`src/rtl/alu_serial_pkg.sv`:
```
// alu_serial_pkg
//   Shared definitions for the bit-serial ALU controller and its 1-bit slice:
//   operation select codes, FSM state encoding and a small op-class helper.
//   Optional feature macro used elsewhere: ALU_SERIAL_OVERFLOW_EN.
package alu_serial_pkg;

  // 3-bit operation select codes
  localparam logic [2:0] OP_AND      = 3'b000;
  localparam logic [2:0] OP_NOT      = 3'b001;
  localparam logic [2:0] OP_OR       = 3'b010;
  localparam logic [2:0] OP_XOR      = 3'b011;
  localparam logic [2:0] OP_ADD      = 3'b100;
  localparam logic [2:0] OP_SUB      = 3'b101;
  localparam logic [2:0] OP_TRANSFER = 3'b110;
  localparam logic [2:0] OP_TEST     = 3'b111;

  typedef enum logic [1:0] {
    ST_IDLE = 2'd0,
    ST_RUN  = 2'd1,
    ST_DONE = 2'd2
  } state_e;

  // ADD and SUB are the only ops that carry between bit positions
  function automatic logic is_arith(input logic [2:0] op);
    return (op == OP_ADD) || (op == OP_SUB);
  endfunction

endpackage

```
`src/rtl/alu_bit_slice.sv`:
```
// alu_bit_slice
//   Purely combinational 1-bit ALU slice evaluated once per bit position by
//   the serial controller.
//   Ports:
//     a, b       operand bits at the current position
//     carry_in   carry from the previous (lower) position
//     select     3-bit operation code
//     out        slice result bit
//     carry_out  carry to the next position (ADD/SUB only, else 0)
//     and_bit    raw a&b, used for TEST zero detection
module alu_bit_slice
  import alu_serial_pkg::*;
(
  input  logic       a,
  input  logic       b,
  input  logic       carry_in,
  input  logic [2:0] select,
  output logic       out,
  output logic       carry_out,
  output logic       and_bit
);

  logic b_eff;

  // SUB is a + ~b + 1; the +1 comes from the controller's initial carry
  assign b_eff   = (select == OP_SUB) ? ~b : b;
  assign and_bit = a & b;

  always_comb begin
    out       = a;
    carry_out = 1'b0;
    case (select)
      OP_AND:  out = a & b;
      OP_NOT:  out = ~a;
      OP_OR:   out = a | b;
      OP_XOR:  out = a ^ b;
      OP_ADD, OP_SUB: begin
        out       = a ^ b_eff ^ carry_in;
        carry_out = (a & b_eff) | (a & carry_in) | (b_eff & carry_in);
      end
      default: out = a;  // TRANSFER, TEST
    endcase
  end

endmodule

```
`src/rtl/alu_serial_ctrl.sv`:
```
// alu_serial_ctrl
//   Bit-serial sequencer: runs one WIDTH-bit operation through a single
//   1-bit slice, LSB first, one bit per clock.
//   Optional feature macro: ALU_SERIAL_OVERFLOW_EN (signed overflow flag for
//   ADD/SUB; when undefined overflow_flag is tied to 0).
//   Ports:
//     clk, reset          clock, synchronous active-high reset
//     in_valid/in_ready   operand handshake (ready only in IDLE)
//     a, b, select        operands and op code
//     out_valid/out_ready result handshake (valid only in DONE)
//     result              WIDTH-bit result, 0 outside DONE
//     carry_flag          final carry, ADD/SUB only
//     zero_flag           zero detect ((a&b)==0 for TEST)
//     overflow_flag       signed overflow, ADD/SUB only
module alu_serial_ctrl
  import alu_serial_pkg::*;
#(
  parameter int WIDTH = 4
) (
  input  logic             clk,
  input  logic             reset,
  input  logic             in_valid,
  output logic             in_ready,
  input  logic [WIDTH-1:0] a,
  input  logic [WIDTH-1:0] b,
  input  logic [2:0]       select,
  output logic             out_valid,
  input  logic             out_ready,
  output logic [WIDTH-1:0] result,
  output logic             carry_flag,
  output logic             zero_flag,
  output logic             overflow_flag
);

  localparam int CNT_W = (WIDTH > 1) ? $clog2(WIDTH) : 1;
  localparam logic [CNT_W-1:0] LAST = CNT_W'(WIDTH - 1);

  state_e             state_q, state_d;
  logic [WIDTH-1:0]   a_q, b_q, res_q;
  logic [2:0]         op_q;
  logic [CNT_W-1:0]   count;
  logic               carry_q;
  logic               zero_q;

  logic               s_out, s_cout, s_and;
  logic               zbit;
  logic [WIDTH:0]     res_cat;
  logic               done;

  alu_bit_slice u_slice (
    .a         (a_q[count]),
    .b         (b_q[count]),
    .carry_in  (carry_q),
    .select    (op_q),
    .out       (s_out),
    .carry_out (s_cout),
    .and_bit   (s_and)
  );

  // New bit enters at the MSB; after WIDTH shifts bit 0 sits at the LSB.
  assign res_cat = {s_out, res_q};
  assign zbit    = (op_q == OP_TEST) ? s_and : s_out;
  assign done    = (state_q == ST_DONE);

  // ---------------- FSM ----------------
  always_ff @(posedge clk) begin
    if (reset) state_q <= ST_IDLE;
    else       state_q <= state_d;
  end

  always_comb begin
    state_d   = state_q;
    in_ready  = 1'b0;
    out_valid = 1'b0;
    case (state_q)
      ST_IDLE: begin
        in_ready = 1'b1;
        if (in_valid) state_d = ST_RUN;
      end
      ST_RUN: begin
        if (count == LAST) state_d = ST_DONE;
      end
      ST_DONE: begin
        out_valid = 1'b1;
        if (out_ready) state_d = ST_IDLE;
      end
      default: state_d = ST_IDLE;
    endcase
  end

  // ---------------- datapath ----------------
  always_ff @(posedge clk) begin
    if (reset) begin
      a_q     <= '0;
      b_q     <= '0;
      op_q    <= '0;
      res_q   <= '0;
      count   <= '0;
      carry_q <= 1'b0;
      zero_q  <= 1'b0;
    end else begin
      case (state_q)
        ST_IDLE: begin
          if (in_valid) begin
            a_q     <= a;
            b_q     <= b;
            op_q    <= select;
            res_q   <= '0;
            count   <= '0;
            carry_q <= (select == OP_SUB);  // the +1 of two's complement
            zero_q  <= 1'b1;
          end
        end
        ST_RUN: begin
          res_q  <= res_cat[WIDTH:1];
          zero_q <= zero_q & ~zbit;
          count  <= count + CNT_W'(1);
          if (is_arith(op_q)) carry_q <= s_cout;
        end
        default: ;  // DONE holds everything stable
      endcase
    end
  end

`ifdef ALU_SERIAL_OVERFLOW_EN
  // Carry into the MSB is the carry register value while the MSB is evaluated.
  logic cin_msb;

  always_ff @(posedge clk) begin
    if (reset) begin
      cin_msb <= 1'b0;
    end else if (state_q == ST_IDLE && in_valid) begin
      cin_msb <= 1'b0;
    end else if (state_q == ST_RUN && count == LAST) begin
      cin_msb <= carry_q;
    end
  end

  assign overflow_flag = done & is_arith(op_q) & (cin_msb ^ carry_q);
`else
  assign overflow_flag = 1'b0;
`endif

  // Outputs read 0 everywhere except DONE
  assign result     = done ? res_q : '0;
  assign carry_flag = done & is_arith(op_q) & carry_q;
  assign zero_flag  = done & zero_q;

endmodule
```
`config.mk`:
```
export PLATFORM = sky130hd
export DESIGN_NAME = alu_serial_ctrl
export DESIGN_NICKNAME = d
export VERILOG_FILES = /design/src/rtl/alu_serial_pkg.sv /design/src/rtl/alu_bit_slice.sv /design/src/rtl/alu_serial_ctrl.sv
export SDC_FILE = /design/constraint.sdc
export NUM_CORES = 1
export LEC_CHECK = 0
export CORE_ASPECT_RATIO = 1.25
export CORE_MARGIN = 4
export CORE_UTILIZATION = 43
export CTS_CLUSTER_DIAMETER = 50
export DETAILED_ROUTE_END_ITERATION = 10
export GPL_ROUTABILITY_DRIVEN = 1
export PLACE_DENSITY = 0.85
export SYNTH_ARGS = -nofsm -noshare
export SYNTH_HDL_FRONTEND = slang
export SYNTH_SLANG_ARGS = --single-unit
```
`constraint.sdc`:
```
create_clock -name clk -period 2.6 [get_ports clk]
set_clock_uncertainty 0.15 [all_clocks]
set_input_delay 0.52 -clock clk [delete_from_list [all_inputs] [get_ports clk]]
set_output_delay 0.52 -clock clk [all_outputs]
set_load 0.01 [all_outputs]
```
=== Word level (Yosys, flattened, before mapping) ===
Cells that the tools add are included.

* Flip-flop bits (word level): 21
* Output and inout port bits: 9
* Input port bits: 15
* Word-level logic and storage cells: 74

* Order comparisons: 1
* Reduce and logical (&&, ||, !) cells: 9
* Mux-type cells: 24
* Equal/unequal tests: 14
* Add/sub/neg operators: 1
* Bitwise gates (word level): 17

{| class="wikitable"
|+ Operator list
! operator !! number
|-
| == test 3 bit, second input constant || 4
|-
| 2-to-1 mux 1 bit || 10
|-
| AND 1 bit || 8
|-
| 2-to-1 mux 2 bit || 4
|-
| 2-to-1 mux 4 bit || 2
|-
| inequality test 2 bit, second input constant || 4
|-
| case mux 4 bit (2 select lines) || 1
|-
| == test 3 x 2 -> 1 bit, second input constant || 2
|-
| case mux 2 bit (3 select lines) || 1
|-
| AND reduction 3 bit || 2
|-
| case mux 1 bit (5 select lines) || 1
|-
| binary-select mux 1 bit (select 2 bit) || 2
|-
| == test 2 bit, second input constant || 2
|-
| case mux 1 bit (2 select lines) || 2
|-
| case mux 2 bit (2 select lines) || 1
|-
| AND reduction 2 bit || 2
|-
| == test 3 x 1 -> 1 bit, second input constant || 1
|-
| logical NOT 3 bit || 1
|-
| less-than comparator 2 x 3 -> 1 bit, second input constant || 1
|-
| NOT 1 bit || 3
|-
| OR 1 bit || 3
|-
| bitwise XOR 1 bit || 3
|-
| adder 2 x 1 -> 2 bit, second input constant || 1
|-
| == test 2 x 1 -> 1 bit, second input constant || 1
|-
| 4 further kinds || 4
|}

=== Logic depth before layout (Yosys ltp) ===
Gate-level depths: netlist of the first run.

* Word-level depth: 11
* Gate-level depth with buffers: 9
* Depth with buffers taken out: 8

=== Modules after synthesis ===
A second synthesis of the first run with hierarchy kept.

* Cells, all modules: 119
* Area total of the unflattened synthesis: 1064.8 sq um

{| class="wikitable"
|+ Modules (own cells, without submodules)
! module !! cells an instance !! times used !! sequential area each (sq um) !! area an instance (sq um)
|-
| alu_serial_ctrl || 105 || 1 || 420.4 || 933.4
|-
| alu_bit_slice || 14 || 1 || 0.0 || 131.4
|}

=== Worst setup path before layout of the first run ===
No wires, ideal clock.

* Path type: register to register
* Start point: reg count[0]
* End point: reg res_q[3]
* Setup time: 67 ps
* Cell stages (with the launch flop): 9
* Clock period less this slack: 2463 ps
* Data arrival time: 2246 ps
* Path buffers: 0
* Required time: 2383 ps
* Setup slack: 137 ps
* Cells stage by stage: dfxtp_1 mux4_1 inv_1 xnor2_1 fa_1 o21ai_0 a21oi_1 a311o_1 a21oi_2

* Longest elaborated chain between the ends: 8
* Elaborated cells on any way between the ends: 14
* Those cells by class: 7 x mux; 7 x bitwise

{| class="wikitable"
|+ Ends and longest elaborated chain
! what !! RTL line !! RTL
|-
| start: declaration || alu_serial_ctrl.sv:41 || <nowiki>logic [CNT_W-1:0] count;</nowiki>
|-
| start signal: assignment || alu_serial_ctrl.sv:117 || <nowiki>count <= count + CNT_W'(1);</nowiki>
|-
| binary-select mux 1 bit (select 2 bit) || alu_serial_ctrl.sv:52 || <nowiki>.b (b_q[count]),</nowiki>
|-
| 2-to-1 mux 1 bit (implied by the code) || alu_serial_ctrl.sv:52 ||
|-
| NOT 1 bit || alu_bit_slice.sv:26 || <nowiki>assign b_eff = (select == OP_SUB) ? ~b : b;</nowiki>
|-
| 2-to-1 mux 1 bit || alu_bit_slice.sv:26 ||
|-
| bitwise XOR 1 bit (2 in a row) || alu_bit_slice.sv:38 || <nowiki>out = a ^ b_eff ^ carry_in;</nowiki>
|-
| case mux 1 bit (5 select lines) * || alu_bit_slice.sv:32 || <nowiki>case (select)</nowiki>
|-
| case mux 4 bit (2 select lines) * || alu_serial_ctrl.sv:102 || <nowiki>case (state_q)</nowiki>
|-
| end signal: assignment || alu_serial_ctrl.sv:115 || <nowiki>res_q <= res_cat[WIDTH:1];</nowiki>
|-
| end: declaration || alu_serial_ctrl.sv:39 || <nowiki>logic [WIDTH-1:0] a_q, b_q, res_q;</nowiki>
|}

Mark *: on every way between the ends. The rest lies on a longest branch, timed or not. The select of a mux whose other input is x is not followed.
A chain may end at the register's enable or synchronous reset.

=== Final worst setup path of the first run ===
Ends and elaborated chain as after synthesis.

==> results of run 1 <==
==> worst min-delay path, stage by stage, from the launching register on <==
cell,delay (ps)
dfxtp_1,320
nand2_1,50
a21oi_1,60
==> flip-flops by register name, indices dropped and copies added, names as in the netlist <==
name / flops
res_q: 4
b_q: 4
op_q: 3
carry_q: 1
state_q: 2
count: 2
a_q: 4
zero_q: 1
==> area by class of cell <==
type,count,area (µm²),share of cell area (%)
repair buffers,25,242.7,18.60
clock buffers,4,26.28,2.013
well taps,31,38.79,2.972
multi-input cells,96,561.8,43.05
flip-flops and latches,21,420.4,32.21
inverters,4,15.01,1.151
==> how the worst max path moves through the flow <==
stage / start / cells after the start / endpoint / slack [ps]
finish: count[0]$_SDFFE_PP0P_ / 8 / res_q[3]$_SDFFE_PP0P_ / 140
global route: count[0]$_SDFFE_PP0P_ / 8 / res_q[3]$_SDFFE_PP0P_ / 10
CTS: state_q[1]$_SDFFE_PP0P_ / 3 / carry_flag / 20
detailed placement: count[0]$_SDFFE_PP0P_ / 8 / res_q[3]$_SDFFE_PP0P_ / 120
global placement: count[0]$_SDFFE_PP0P_ / 8 / res_q[3]$_SDFFE_PP0P_ / 190
floorplan: count[0]$_SDFFE_PP0P_ / 8 / res_q[3]$_SDFFE_PP0P_ / 140
==> Yosys cell counts (all sizes together) <==
cell    instances  area [µm²]
o22ai           1       6.260
a211o           1       8.760
nor2            6       22.52
and2            5       31.28
a31oi           2       12.51
nor3b           1       7.510
xnor2           1       8.760
clkbuf          6       22.52
o21ai           2       10.01
ha              3       37.54
fa              1       20.02
conb            1       3.750
a21oi          21       108.9
a22oi           1       7.510
or3b            1       8.760
nor3            2       10.01
a211oi          1       7.510
nand2          29       108.9
mux4            2       48.80
inv             4       15.01
nand2b          2       12.51
nand3           7       35.03
nand3b          1       7.510
buf             2       12.51
nor2b           3       18.77
dfxtp          21       420.4
a311o           1       10.01
and3            1       6.260
==> metal layers <==
metal	wire, µm	share of wire [%]	track usage (%)
met5	0	0	0
met4	31	1.4	8.197
met3	112	5.1	2.864
met2	1152	52	30.10
met1	915	41	13.67
==> logic make-up (layout without fill, tap and decap cells) <==
family                   Yosys count  in the layout
buffers and inverters             12             33
adder cells (fa/ha/maj)            4              4
AO/OA/AOI/OAI                     30             30
XOR/XNOR                           1              1
other                              1              1
AND/OR/NAND/NOR                   58             58
multiplexers                       2              2
flip-flops                        21             21
==> through the flow <==
stage	cells	util, %	hold slack [ps]	worst slack (ps)	area [µm²]
after CTS	181	58.29	318.9	19.27	1303
after detailed placement	177	57.11	302.0	119.6	1276
after global routing	181	58.40	343.0	11.30	1305
after floorplan	129	-	281.5	136.8	1030
final	181	58.40	315.3	138.2	1305
after global placement	177	57.11	290.6	190.1	1276
==> repair_timing <==
item                                    4_1_cts  5_1_grt
resized for setup                             0        2
endpoints found under the setup margin        0        7
hold buffers                                  0        0
==> power by group <==
part,internal (mW),switching [mW]
clock,0.0600,0.100
combinational,0.0560,0.0585
sequential,0.340,0.0152
total,0.456,0.174
==> out/results.ini, run 1 <==
[clock_tree]
clk_latency_ps = 310
cts_buffers = 3
clk_pin_slew_ps = 120
tritoncts = yes
clock_sinks = 21
cts_root_buf = clkbuf_4
cts_max_path_buffers = 2
htreeDepth = 1
post_cts_buffers = 0

[worst_setup_path]
r2r-start = count[0]$_SDFFE_PP0P_
crit_arrival_ps = 2560
path_buf_inv = 1
worstPathCellList = mux4_1 > inv_1 > xnor2_1 > fa_1 > o21ai_1 > a21oi_1 > a311o_1 > a21oi_2
worst_setup_path_end_kind = flop
cp-start-kind = flop
crit_family = compound AO/OA/AOI/OAI gates
slowest_delay_ps = 580
slowest_stage = mux4_1
setup.worst_path.class = flop to flop
crit_fanout = 2
ff2ff_setup_slack_ps = 140
r2r-end = res_q[3]$_SDFFE_PP0P_
cp.required_ps = 2700
rr_worst_depth = 8

[yosys]
synth_nets = 148
ys_seq_area_share_pct = 40.83
synth_compound_area_share_pct = 16.65
synth_xor_area_share_pct = 0.8505
synth_cell_types = 31
synth-simple-area-share_pct = 26.12
synth_area_per_cell_um2 = 7.982
synth_area_mm2 = 0.001030
synthesis.instances = 129
yosys_warnings = 0
synth_top_family_by_area = simple AND/OR/NAND/NOR gates
ys_seq_elements = 21
synth_fa_ha_area_share_pct = 5.589
synth_mux_area_share_pct = 4.739

[route]
vias = 951
antenna_left = 0
finalWirelength_um = 2212
drtIter0Drc = 7
via_per_inst = 5.254
avgRoutedWirePerCell_um = 12.22
drc_errors = 0
first_pass_iters = 4

[power]
pwr_density_cell_mw_per_mm2 = 483.2
finalPower_mw = 0.6306
max-vdd-ir-drop_uv = 361.7
power_leakage_nw = 0.4801

[hold_path]
hold_depth = 2
holdPathEnd = b_q[1]$_SDFFE_PP0P_
hold_class = flop to flop
min_from = b_q[1]$_SDFFE_PP0P_

[global_routing]
grt_pass1_wl_um = 3891
grt_max_degree = 19
grt_pass1_vias = 1010
groute.usage.overall_pct = 15.30
antenna_found_initial = 0
gr-total-overflow = 0

[sta]
max_clock_freq_ghz = 0.4062
fin_crit_ps = 2462
tightest_slew_ps = 764.1
finalCritPeriodShare_pct = 94.68
fin_tns_setup_ps = 0
rsz0062_at_grt = false
relSlewSlack_pct = 48.96
setup_viol = 0
maxSlewViolCount = 0
finalHoldViolCount = 0

[outcome]
outcome = finished, final reports clean

[placed_design]
portBuffers = 22
dp_hpwl_um = 1653
gp_congestion = 0.8241

[final_layout]
fin_nets = 170
final_layout_size_suffix_gt1_share_pct = 6.000
nFillCells = 225
final_cell_mix = 29 x nand2_1, 22 x clkdlybuf4s50_1, 21 x dfxtp_1, 20 x a21oi_1, 7 x nand3_1
antenna_cells = 0
syn_to_final_growth_pct = 26.73
final_common_cell = nand2_1

[floorplanning]
core-area_mm2 = 0.002235
io_pins = 24
die_w_um = 51.77
die_area_mm2 = 0.003247
rows = 19
die_h_um = 62.71
initial_core_util_pct = 46.08

[flow_run]
drv_cap = 0

(Power assumes the default switching activity.)
==> run 2: changes to the inputs <==
--- a/config.mk
+++ b/config.mk
@@ -5,6 +5,7 @@
 export SDC_FILE = /design/constraint.sdc
 export NUM_CORES = 1
 export LEC_CHECK = 0
+export ABC_CLOCK_PERIOD_IN_PS = 2600
 export CORE_ASPECT_RATIO = 1.25
 export CORE_MARGIN = 4
 export CORE_UTILIZATION = 43
==> results of run 2 <==
Final layout, timing and power as in run 1 (identical DEF).
==> run 3: changes to the inputs <==
--- a/config.mk
+++ b/config.mk
@@ -9,7 +9,9 @@
 export CORE_ASPECT_RATIO = 1.25
 export CORE_MARGIN = 4
 export CORE_UTILIZATION = 43
+export CTS_BUF_LIST = sky130_fd_sc_hd__clkbuf_16
 export CTS_CLUSTER_DIAMETER = 50
+export CTS_CLUSTER_SIZE = 12
 export DETAILED_ROUTE_END_ITERATION = 10
 export GPL_ROUTABILITY_DRIVEN = 1
 export PLACE_DENSITY = 0.85
==> run 3 against run 2 <==
Net effect: register-to-register slack got worse by 30 ps; critical endpoint unchanged; clock-buffer cell count is 1 lower; critical path type unchanged; flip-flop and latch count is the same; combinational power about the same; first-iteration DRC count rose to 2.9 times the previous value; worst hold slack worse by 6.7 ps.
==> out/results.ini, run 3 (synthesis results as in run 1) <==
[worst_setup_path]
worst_setup_path_end_kind = flop
ff2ff_setup_slack_ps = 100
slowest_delay_ps = 580
worstPathCellList = mux4_1 > inv_1 > xnor2_1 > fa_1 > o21ai_1 > a21oi_1 > a311o_1 > a21oi_2
setup.worst_path.class = flop to flop
r2r-start = count[0]$_SDFFE_PP0P_
cp-start-kind = flop
crit_path_start = count[0]$_SDFFE_PP0P_
slowest_stage = mux4_1
cp.required_ps = 2640
crit_fanout = 2
crit_arrival_ps = 2530

[final_layout]
top_regs = a_q x4, b_q x4, res_q x4
final_cell_mix = 29 x nand2_1, 22 x clkdlybuf4s50_1, 21 x dfxtp_1, 20 x a21oi_1, 7 x nand3_1
fin_nets = 170
final_common_cell = nand2_1
final_layout_size_suffix_gt1_share_pct = 6.000
finish.instance_area_mm2 = 0.001358
syn_to_final_growth_pct = 31.83
antenna_cells = 0

[sta]
fin_crit_ps = 2496
finalHoldViolCount = 0
maxSlewViolCount = 0
tightest_slew_ps = 782.7
relSlewSlack_pct = 47.72
max_clock_freq_ghz = 0.4007
finalCritPeriodShare_pct = 96.00
rsz0062_at_grt = false
fin_tns_setup_ps = 0
setup_viol = 0

[outcome]
outcome = finished, final reports clean

[power]
finalPower_mw = 0.7925
power_leakage_nw = 0.5075
pwr_density_cell_mw_per_mm2 = 583.8
max-vdd-ir-drop_uv = 426.0

[route]
antenna_left = 0
finalWirelength_um = 2358
avgRoutedWirePerCell_um = 13.03
vias = 962
drtIter0Drc = 20
first_pass_iters = 4
drc_errors = 0
via_per_inst = 5.315

[floorplanning]
io_pins = 24
die_w_um = 51.77
die_h_um = 62.71
initial_core_util_pct = 46.08
core-area_mm2 = 0.002235
rows = 19
die_area_mm2 = 0.003247

[clock_tree]
clk_pin_slew_ps = 50
clk_latency_ps = 250
cts_max_path_buffers = 2
cts_root_buf = clkbuf_16
cts_buffers = 3
htreeDepth = 1
tritoncts = yes
clock_sinks = 21

[placed_design]
placed_area_mm2 = 0.001276
portBuffers = 22
dp_hpwl_um = 1653
gp_congestion = 0.8241

[global_routing]
gr-total-overflow = 0
grt_pass1_vias = 1017
antenna_found_initial = 0
grt_max_degree = 19
groute.usage.overall_pct = 16.15
grt_pass1_wl_um = 4036

[hold_path]
min_from = b_q[1]$_SDFFE_PP0P_
hold_class = flop to flop

[flow_run]
drv_cap = 0

-- run 3: area by class of cell --
class	instances	area [µm²]
clock inverters	1	3.754
well taps	31	38.79
multi-input cells	96	561.8
repair buffers	25	242.7
flip-flops and latches	21	420.4
fillers	209	877.1
inverters	4	15.01
clock buffers	3	75.07
-- run 3: power breakdown --
| group | switching, mW | internal, mW | total (mW) |
|---|---|---|---|
| clock | 0.115 | 0.205 | 0.320 |
| combinational | 0.0598 | 0.0560 | 0.116 |
| sequential | 0.0159 | 0.341 | 0.357 |
| total | 0.191 | 0.602 | 0.792 |
-- run 3: path summary, 6_finish.rpt --
check                           depth (start not counted)                    end
worst max-delay path                                    8  res_q[3]$_SDFFE_PP0P_
worst min register to register                          2    b_q[1]$_SDFFE_PP0P_
worst min-delay path                                    2    b_q[1]$_SDFFE_PP0P_
worst max register to register                          8  res_q[3]$_SDFFE_PP0P_
-- run 3: worst max-delay path, delay by kind of cell (launching register included) --
family                     cells  cell delay, ps
xor gates and xnor gates       1             140
adders and majority gates      1             430
DFF                            1             350
buffers and inverters          1             110
AOI/OAI and AO/OA              4             670
muxes                          1             580
-- run 3: per-layer routing --
layer | vias up | GRT usage (%) | wire length [µm]
li1 | 478 | - | -
met1 | 451 | 13.95 | 895
met2 | 28 | 32.48 | 1279
met3 | 5 | 4.296 | 132
met4 | 0 | 6.557 | 50
met5 | - | 0 | 0
-- run 3: what timing repair did --
action,CTS,global route
hold buffers,0,0
resized for setup,0,2
setup buffers,0,0
endpoints found under the setup margin,0,2
-- run 3: through the flow --
stage | cells | utilization [%] | setup WS [ps] | hold WS [ps]
6_report | 181 | 60.75 | 104.1 | 308.6
5_1_grt | 181 | 60.75 | 7.180 | 333.7
4_1_cts | 181 | 60.64 | 58.59 | 310.6
3_5_place_dp | 177 | 57.11 | 119.6 | 302.0
3_3_place_gp | 177 | 57.11 | 190.1 | 290.6
2_1_floorplan | 129 | - | 136.8 | 281.5
